### src/rtl/wb_div_pkg.sv
// rtl/wb_div_pkg.sv - shared types and register map for the Wishbone divider initiator
// Contents: sequencer state enum, divider slave register offsets, STATUS/CTRL bit
// positions, and a helper mapping a bus state to the register it targets.
package wb_div_pkg;

  typedef enum logic [2:0] {
    S_IDLE    = 3'd0,
    S_WR_DVD  = 3'd1,
    S_WR_DVS  = 3'd2,
    S_WR_CTRL = 3'd3,
    S_RD_STAT = 3'd4,
    S_RD_QUO  = 3'd5,
    S_RD_REM  = 3'd6,
    S_RESP    = 3'd7
  } state_t;

  localparam logic [7:0] OFS_DVD  = 8'h00;
  localparam logic [7:0] OFS_DVS  = 8'h04;
  localparam logic [7:0] OFS_CTRL = 8'h08;
  localparam logic [7:0] OFS_STAT = 8'h0C;
  localparam logic [7:0] OFS_QUO  = 8'h10;
  localparam logic [7:0] OFS_REM  = 8'h14;

  localparam int STAT_DONE_BIT  = 0;
  localparam int CTRL_START_BIT = 0;

  function automatic logic [7:0] state_ofs(input state_t s);
    case (s)
      S_WR_DVD:  state_ofs = OFS_DVD;
      S_WR_DVS:  state_ofs = OFS_DVS;
      S_WR_CTRL: state_ofs = OFS_CTRL;
      S_RD_STAT: state_ofs = OFS_STAT;
      S_RD_QUO:  state_ofs = OFS_QUO;
      S_RD_REM:  state_ofs = OFS_REM;
      default:   state_ofs = 8'h00;
    endcase
  endfunction

endpackage

### src/rtl/wb_single_xfer.sv
// rtl/wb_single_xfer.sv - one Wishbone classic transfer with a stall timeout
// Ports: clk_i/reset_i (sync, active-high); start_i/we_i/adr_i/dat_i launch a transfer
// when idle; busy_o is high while stb is up; done_o pulses in the ack cycle with
// rdata_o valid; err_o pulses in the last stalled cycle before the abort;
// wbm_* drive the bus (wbm_sel_o is constant all ones).
module wb_single_xfer #(
  parameter int WBW     = 32,
  parameter int TIMEOUT = 64
) (
  input  logic             clk_i,
  input  logic             reset_i,
  input  logic             start_i,
  input  logic             we_i,
  input  logic [WBW-1:0]   adr_i,
  input  logic [WBW-1:0]   dat_i,
  output logic             busy_o,
  output logic             done_o,
  output logic             err_o,
  output logic [WBW-1:0]   rdata_o,
  output logic             wbm_cyc_o,
  output logic             wbm_stb_o,
  output logic             wbm_we_o,
  output logic [WBW/8-1:0] wbm_sel_o,
  output logic [WBW-1:0]   wbm_adr_o,
  output logic [WBW-1:0]   wbm_dat_o,
  input  logic [WBW-1:0]   wbm_dat_i,
  input  logic             wbm_ack_i
);

  localparam int CW = $clog2(TIMEOUT + 1);

  logic [CW-1:0] cnt;
  logic          last_wait;

  // cnt holds the number of stalled cycles already completed; the transfer is
  // abandoned at the edge that closes the TIMEOUT-th stb-high cycle.
  assign last_wait = (cnt == CW'(TIMEOUT - 1));

  assign busy_o    = wbm_stb_o;
  assign done_o    = wbm_stb_o & wbm_ack_i;
  assign err_o     = wbm_stb_o & ~wbm_ack_i & last_wait;
  assign rdata_o   = wbm_dat_i;
  assign wbm_sel_o = '1;

  always_ff @(posedge clk_i) begin
    if (reset_i) begin
      wbm_cyc_o <= 1'b0;
      wbm_stb_o <= 1'b0;
      wbm_we_o  <= 1'b0;
      wbm_adr_o <= '0;
      wbm_dat_o <= '0;
      cnt       <= '0;
    end else if (wbm_stb_o) begin
      if (wbm_ack_i || last_wait) begin
        wbm_cyc_o <= 1'b0;
        wbm_stb_o <= 1'b0;
      end else begin
        cnt <= cnt + CW'(1);
      end
    end else if (start_i) begin
      wbm_cyc_o <= 1'b1;
      wbm_stb_o <= 1'b1;
      wbm_we_o  <= we_i;
      wbm_adr_o <= adr_i;
      wbm_dat_o <= dat_i;
      cnt       <= '0;
    end
  end

endmodule

### src/rtl/wb_div_master.sv
// rtl/wb_div_master.sv - request/response front end that runs the divider slave over Wishbone
// Ports: clk_i/reset_i (sync, active-high); req_* valid/ready request stream carrying
// dividend/divisor; rsp_* valid/ready response stream carrying quotient, remainder
// and err (1 = transfer timeout or poll limit); wbm_* Wishbone classic initiator.
module wb_div_master
  import wb_div_pkg::*;
#(
  parameter int             WBW      = 32,
  parameter int             XLEN     = 32,
  parameter logic [WBW-1:0] BASE_ADR = 32'h3000_0000,
  parameter int             TIMEOUT  = 64,
  parameter int             POLL_MAX = 1024
) (
  input  logic             clk_i,
  input  logic             reset_i,
  input  logic             req_valid_i,
  output logic             req_ready_o,
  input  logic [XLEN-1:0]  req_dividend_i,
  input  logic [XLEN-1:0]  req_divisor_i,
  output logic             rsp_valid_o,
  input  logic             rsp_ready_i,
  output logic [XLEN-1:0]  rsp_quotient_o,
  output logic [XLEN-1:0]  rsp_remainder_o,
  output logic             rsp_err_o,
  output logic             wbm_cyc_o,
  output logic             wbm_stb_o,
  output logic             wbm_we_o,
  output logic [WBW/8-1:0] wbm_sel_o,
  output logic [WBW-1:0]   wbm_adr_o,
  output logic [WBW-1:0]   wbm_dat_o,
  input  logic [WBW-1:0]   wbm_dat_i,
  input  logic             wbm_ack_i
);

  localparam int             PW         = $clog2(POLL_MAX + 1);
  localparam logic [WBW-1:0] START_WORD = WBW'(1) << CTRL_START_BIT;

  state_t          state;
  state_t          tgt;
  logic            issue;
  logic [PW-1:0]   poll_cnt;
  logic [XLEN-1:0] dvd_q;
  logic [XLEN-1:0] dvs_q;

  logic            req_fire;
  logic            launch;
  logic            x_we;
  logic [WBW-1:0]  x_adr;
  logic [WBW-1:0]  x_dat;
  logic            x_busy;
  logic            x_done;
  logic            x_err;
  logic [WBW-1:0]  x_rdata;

  assign req_fire = req_valid_i & req_ready_o;

  // The first transfer launches straight off the request handshake and every
  // later one off the registered issue flag, which is set on the previous ack
  // edge; this gives the mandatory single idle cycle between transfers.
  always_comb begin
    tgt    = (state == S_IDLE) ? S_WR_DVD : state;
    launch = ~x_busy & ((req_fire & (req_divisor_i != '0)) | issue);
    x_we   = (tgt == S_WR_DVD) || (tgt == S_WR_DVS) || (tgt == S_WR_CTRL);
    x_adr  = BASE_ADR + WBW'(state_ofs(tgt));
    x_dat  = '0;
    case (tgt)
      S_WR_DVD:  x_dat = (state == S_IDLE) ? WBW'(req_dividend_i) : WBW'(dvd_q);
      S_WR_DVS:  x_dat = WBW'(dvs_q);
      S_WR_CTRL: x_dat = START_WORD;
      default:   x_dat = '0;
    endcase
  end

  wb_single_xfer #(
    .WBW     (WBW),
    .TIMEOUT (TIMEOUT)
  ) u_xfer (
    .clk_i     (clk_i),
    .reset_i   (reset_i),
    .start_i   (launch),
    .we_i      (x_we),
    .adr_i     (x_adr),
    .dat_i     (x_dat),
    .busy_o    (x_busy),
    .done_o    (x_done),
    .err_o     (x_err),
    .rdata_o   (x_rdata),
    .wbm_cyc_o (wbm_cyc_o),
    .wbm_stb_o (wbm_stb_o),
    .wbm_we_o  (wbm_we_o),
    .wbm_sel_o (wbm_sel_o),
    .wbm_adr_o (wbm_adr_o),
    .wbm_dat_o (wbm_dat_o),
    .wbm_dat_i (wbm_dat_i),
    .wbm_ack_i (wbm_ack_i)
  );

  always_ff @(posedge clk_i) begin
    if (reset_i) begin
      state           <= S_IDLE;
      req_ready_o     <= 1'b1;
      rsp_valid_o     <= 1'b0;
      rsp_quotient_o  <= '0;
      rsp_remainder_o <= '0;
      rsp_err_o       <= 1'b0;
      issue           <= 1'b0;
      poll_cnt        <= '0;
      dvd_q           <= '0;
      dvs_q           <= '0;
    end else begin
      issue <= 1'b0;
      case (state)
        S_IDLE: begin
          if (req_fire) begin
            dvd_q       <= req_dividend_i;
            dvs_q       <= req_divisor_i;
            req_ready_o <= 1'b0;
            rsp_err_o   <= 1'b0;
            poll_cnt    <= '0;
            if (req_divisor_i == '0) begin
              rsp_quotient_o  <= '1;
              rsp_remainder_o <= req_dividend_i;
              state           <= S_RESP;
            end else begin
              state <= S_WR_DVD;
            end
          end
        end
        // Entered on the ack (or abort) edge; rsp_valid_o rises one cycle later,
        // which stands in for the idle cycle after the final transfer.
        S_RESP: begin
          if (!rsp_valid_o) begin
            rsp_valid_o <= 1'b1;
          end else if (rsp_ready_i) begin
            rsp_valid_o <= 1'b0;
            req_ready_o <= 1'b1;
            state       <= S_IDLE;
          end
        end
        default: begin
          if (x_err) begin
            rsp_err_o       <= 1'b1;
            rsp_quotient_o  <= '0;
            rsp_remainder_o <= '0;
            state           <= S_RESP;
          end else if (x_done) begin
            case (state)
              S_WR_DVD: begin
                state <= S_WR_DVS;
                issue <= 1'b1;
              end
              S_WR_DVS: begin
                state <= S_WR_CTRL;
                issue <= 1'b1;
              end
              S_WR_CTRL: begin
                state <= S_RD_STAT;
                issue <= 1'b1;
              end
              S_RD_STAT: begin
                if (x_rdata[STAT_DONE_BIT]) begin
                  state <= S_RD_QUO;
                  issue <= 1'b1;
                end else if (poll_cnt == PW'(POLL_MAX - 1)) begin
                  rsp_err_o       <= 1'b1;
                  rsp_quotient_o  <= '0;
                  rsp_remainder_o <= '0;
                  state           <= S_RESP;
                end else begin
                  poll_cnt <= poll_cnt + PW'(1);
                  issue    <= 1'b1;
                end
              end
              S_RD_QUO: begin
                rsp_quotient_o <= x_rdata[XLEN-1:0];
                state          <= S_RD_REM;
                issue          <= 1'b1;
              end
              S_RD_REM: begin
                rsp_remainder_o <= x_rdata[XLEN-1:0];
                state           <= S_RESP;
              end
              default: state <= S_IDLE;
            endcase
          end
        end
      endcase
    end
  end

endmodule

### config.mk
export PLATFORM = sky130hd
export DESIGN_NAME = wb_div_master
export DESIGN_NICKNAME = d
export VERILOG_FILES = /design/src/rtl/wb_div_pkg.sv /design/src/rtl/wb_single_xfer.sv /design/src/rtl/wb_div_master.sv
export SDC_FILE = /design/constraint.sdc
export NUM_CORES = 1
export LEC_CHECK = 0
export CORE_AREA = 5 5 162 125
export DETAILED_ROUTE_END_ITERATION = 10
export DIE_AREA = 0 0 167 130
export HOLD_SLACK_MARGIN = 0.06
export PLACE_DENSITY = 0.79
export SLEW_MARGIN = 20
export SYNTH_ARGS = -nofsm -noshare
export SYNTH_HDL_FRONTEND = slang
export SYNTH_SLANG_ARGS = --single-unit
export TNS_END_PERCENT = 10
### constraint.sdc
create_clock -name clk_i -period 3.41 [get_ports clk_i]
set_clock_uncertainty 0.1 [all_clocks]
set_input_delay 0.341 -clock clk_i [delete_from_list [all_inputs] [get_ports clk_i]]
set_output_delay 0.341 -clock clk_i [all_outputs]
set_load 0.01 [all_outputs]
==> flow_metrics.tcl <==
set metrics [dict create \
    status "finished, final reports clean" \
    crit_type "input port to flip-flop" \
    die-area_sq_mm 0.02171 \
    clock-root-buffer "clkbuf_16" \
    netlist.area_leader.share 0.4213 \
    clock_path_buffers 2 \
    clkSlewWorstSetupHoldPaths_ns 0.08 \
    antenna_found_initial 0 \
    grt_overflow 0 \
    cts_sinks 192 \
    utilization 0.6429 \
    cts_buffers 17 \
    start_util 0.4973 \
    drv_slew 0 \
    hold_viol 0 \
    synth_warnings 0 \
    grt_usage 0.2566 \
    area_delta_synth_final_pct 29.28 \
    hold_path_class "input port to flip-flop" \
    wirelength_microns 28750 \
    drt_iter0_markers 1134 \
    worst_pin_slew_ns 0.8338 \
    place_congestion 0.8733 \
    cts_tree "built" \
    vias 8750 \
    min_period_ns 2.755 \
    async_reset_ff_frac 0 \
    vdd_drop_max_mv 0.3657 \
    leakagePower_nw 3.915 \
    max_cap_viol_count 0 \
    htree_num_levels 4 \
    final_common_cell "clkdlybuf4s50_1" \
    ys_ff_latch 192 \
    grt_max_degree 107 \
    seq_area_frac_synth 0.4213 \
    ys.flop_type "dfxtp_1" \
    placedCellCount 1474 \
    syn-cell-area_sq_mm 0.009124 \
    power_density_mw_per_mm2 646.5 \
    avgViaCountPerCell 5.810 \
    placed_area_sq_mm 0.01122 \
    crit_path_end_kind "flip-flop" \
    netlist-cell-type-count 62 \
    die_y_microns 130 \
    max-slew-margin-rel 0.4408 \
    grt_pass1_wl_microns 45080 \
    avgSynthCellArea_sq_um 8.309 \
    finalSetupTns_ns 0 \
    cp.arrival_ns 2.99 \
    fin_crit_sh 0.8080 \
    start_kind "input port" \
    final_cell_mix "clkdlybuf4s50_1 (206), dfxtp_1 (191), nand2_1 (179)" \
    die_x_microns 167 \
    synth_enable_flop_cells 0 \
    clkLatencyLatePin_ns 0.43 \
    crit_path_max_fanout 38 \
    final_cell_area_sq_mm 0.01180 \
    ctsResizeCount 0 \
    firstDrtPassIters 5 \
    final_nets 1349 \
    grt_pass1_vias 8172 \
    post-cts-setup-buffer-count 0 \
    synthCells 1098 \
    wl_per_cell_microns 19.09 \
    stdcell_count 1506 \
    io_buffers 207 \
    total_power_mw 7.625 \
    rsz0062_at_grt "false" \
    final_antenna_net_count 0 \
    dp_hpwl_microns 19760 \
    core_sq_mm 0.01835 \
    yosys-top-cells-area "dfxtp_1 (42%), a21oi_1 (8.4%), nand2_1 (7.4%)" \
    setup_viol 0 \
    yosysTopAreaCell "dfxtp_1" \
    cp.required_ns 3.65 \
    drc 0 \
    fmax_ghz 0.3629 \
    diodes 0 \
    drive_gt1_frac 0.09690 \
    holdBufCountCts 0 \
    ios 239 \
    rows 43 \
]
[logic make-up (layout without fill, tap and decap cells)]
kind of cell / count (synthesis) / after routing / synth area share
DFF: 192 / 192 / 0.4213
adders and majority gates: 3 / 3 / 0.003839
muxes: 36 / 36 / 0.03977
AOI/OAI and AO/OA: 362 / 362 / 0.2655
and+or+nand+nor: 351 / 351 / 0.1786
xor gates and xnor gates: 12 / 12 / 0.01152
other: 2 / 31 / 0.0008231
buffers and inverters: 140 / 272 / 0.07872
[power by group]
| part | internal, mW | switching [mW] | total [mW] | leakage, nW |
|---|---|---|---|---|
| Sequential | 2.60 | 0.242 | 2.84 | 1.56 |
| Combinational | 1.13 | 1.70 | 2.82 | 2.08 |
| Clock | 0.974 | 0.987 | 1.96 | 0.274 |
| Total | 4.70 | 2.93 | 7.63 | 3.92 |
[metrics by stage]
step	setup slack [ns]	hold slack [ns]
after global routing	0.5472	0.3348
final	0.6546	0.3005
after CTS	0.6837	0.2982
after detailed placement	0.2474	0.3481
after global placement	0.1634	0.3371
after floorplan	1.210	0.3307
[layer usage]
metal  global-route usage  routed length, microns  vias to the layer above
met4              0.05195                     333                        0
met1               0.3795                   13470                     4170
met2               0.3743                   12130                      412
li1                     -                       -                     4133
met5                    0                       0                        -
met3              0.07389                    2812                       35
[Yosys cell counts, types with 6 or more instances]
cell type / n
dfxtp_1: 192
nand2_1: 179
a21oi_1: 153
clkbuf_1: 75
o21ai_0: 69
nand2b_1: 40
nand3_1: 38
nor2_1: 36
a211oi_1: 34
mux2i_1: 34
buf_4: 32
a22oi_1: 31
a311oi_2: 28
a21oi_2: 18
buf_2: 13
nor3_1: 11
nand4_1: 10
nor4_1: 9
inv_1: 8
xor2_1: 7
and2_1: 6
buf_6: 6
[worst max-delay path: stages]
cell	delay, ns
clkdlybuf4s50_1	0.42
nor4_1	0.48
nand4_1	0.36
or3_1	0.50
a2bb2oi_4	0.26
buf_12	0.25
a21oi_1	0.11
a311oi_2	0.27
[sequential cells by signal, summed over array words and instances, names as in the netlist]
signal and count:
poll_cnt 11, issue 1, req_ready_o 1, rsp_valid_o 1, state 3, u_xfer.busy_o 1
u_xfer.cnt 7, u_xfer.wbm_dat_o 32, dvs_q 32, dvd_q 32, rsp_quotient_o 32, u_xfer.wbm_adr_o 4
rsp_err_o 1, u_xfer.wbm_we_o 1, rsp_remainder_o 32, u_xfer.wbm_cyc_o 1
[layout make-up]
class                      instances  area [sq um]
multi-input combinational        795          4726
clock buffer                      17         425.4
clock inverter                    15         148.9
inverter                           8         30.03
sequential                       192          3845
timing repair buffer             232          2311
tap                              247         309.0
fill                            1542          6551
[path summary, 6_finish.rpt]
path / start / endpoint / slack [ns] / cells past startpoint
setup reg to reg: u_xfer.cnt[0] / rsp_quotient_o[26] / 0.69 / 8
hold / removal: reset_i / u_xfer.wbm_we_o / 0.30 / 2
hold reg to reg: dvd_q[26] / dvd_q[26] / 0.36 / 2
setup / recovery: req_divisor_i[19] / rsp_quotient_o[26] / 0.65 / 8
No activity file was read; power rests on OpenSTA's default activity.
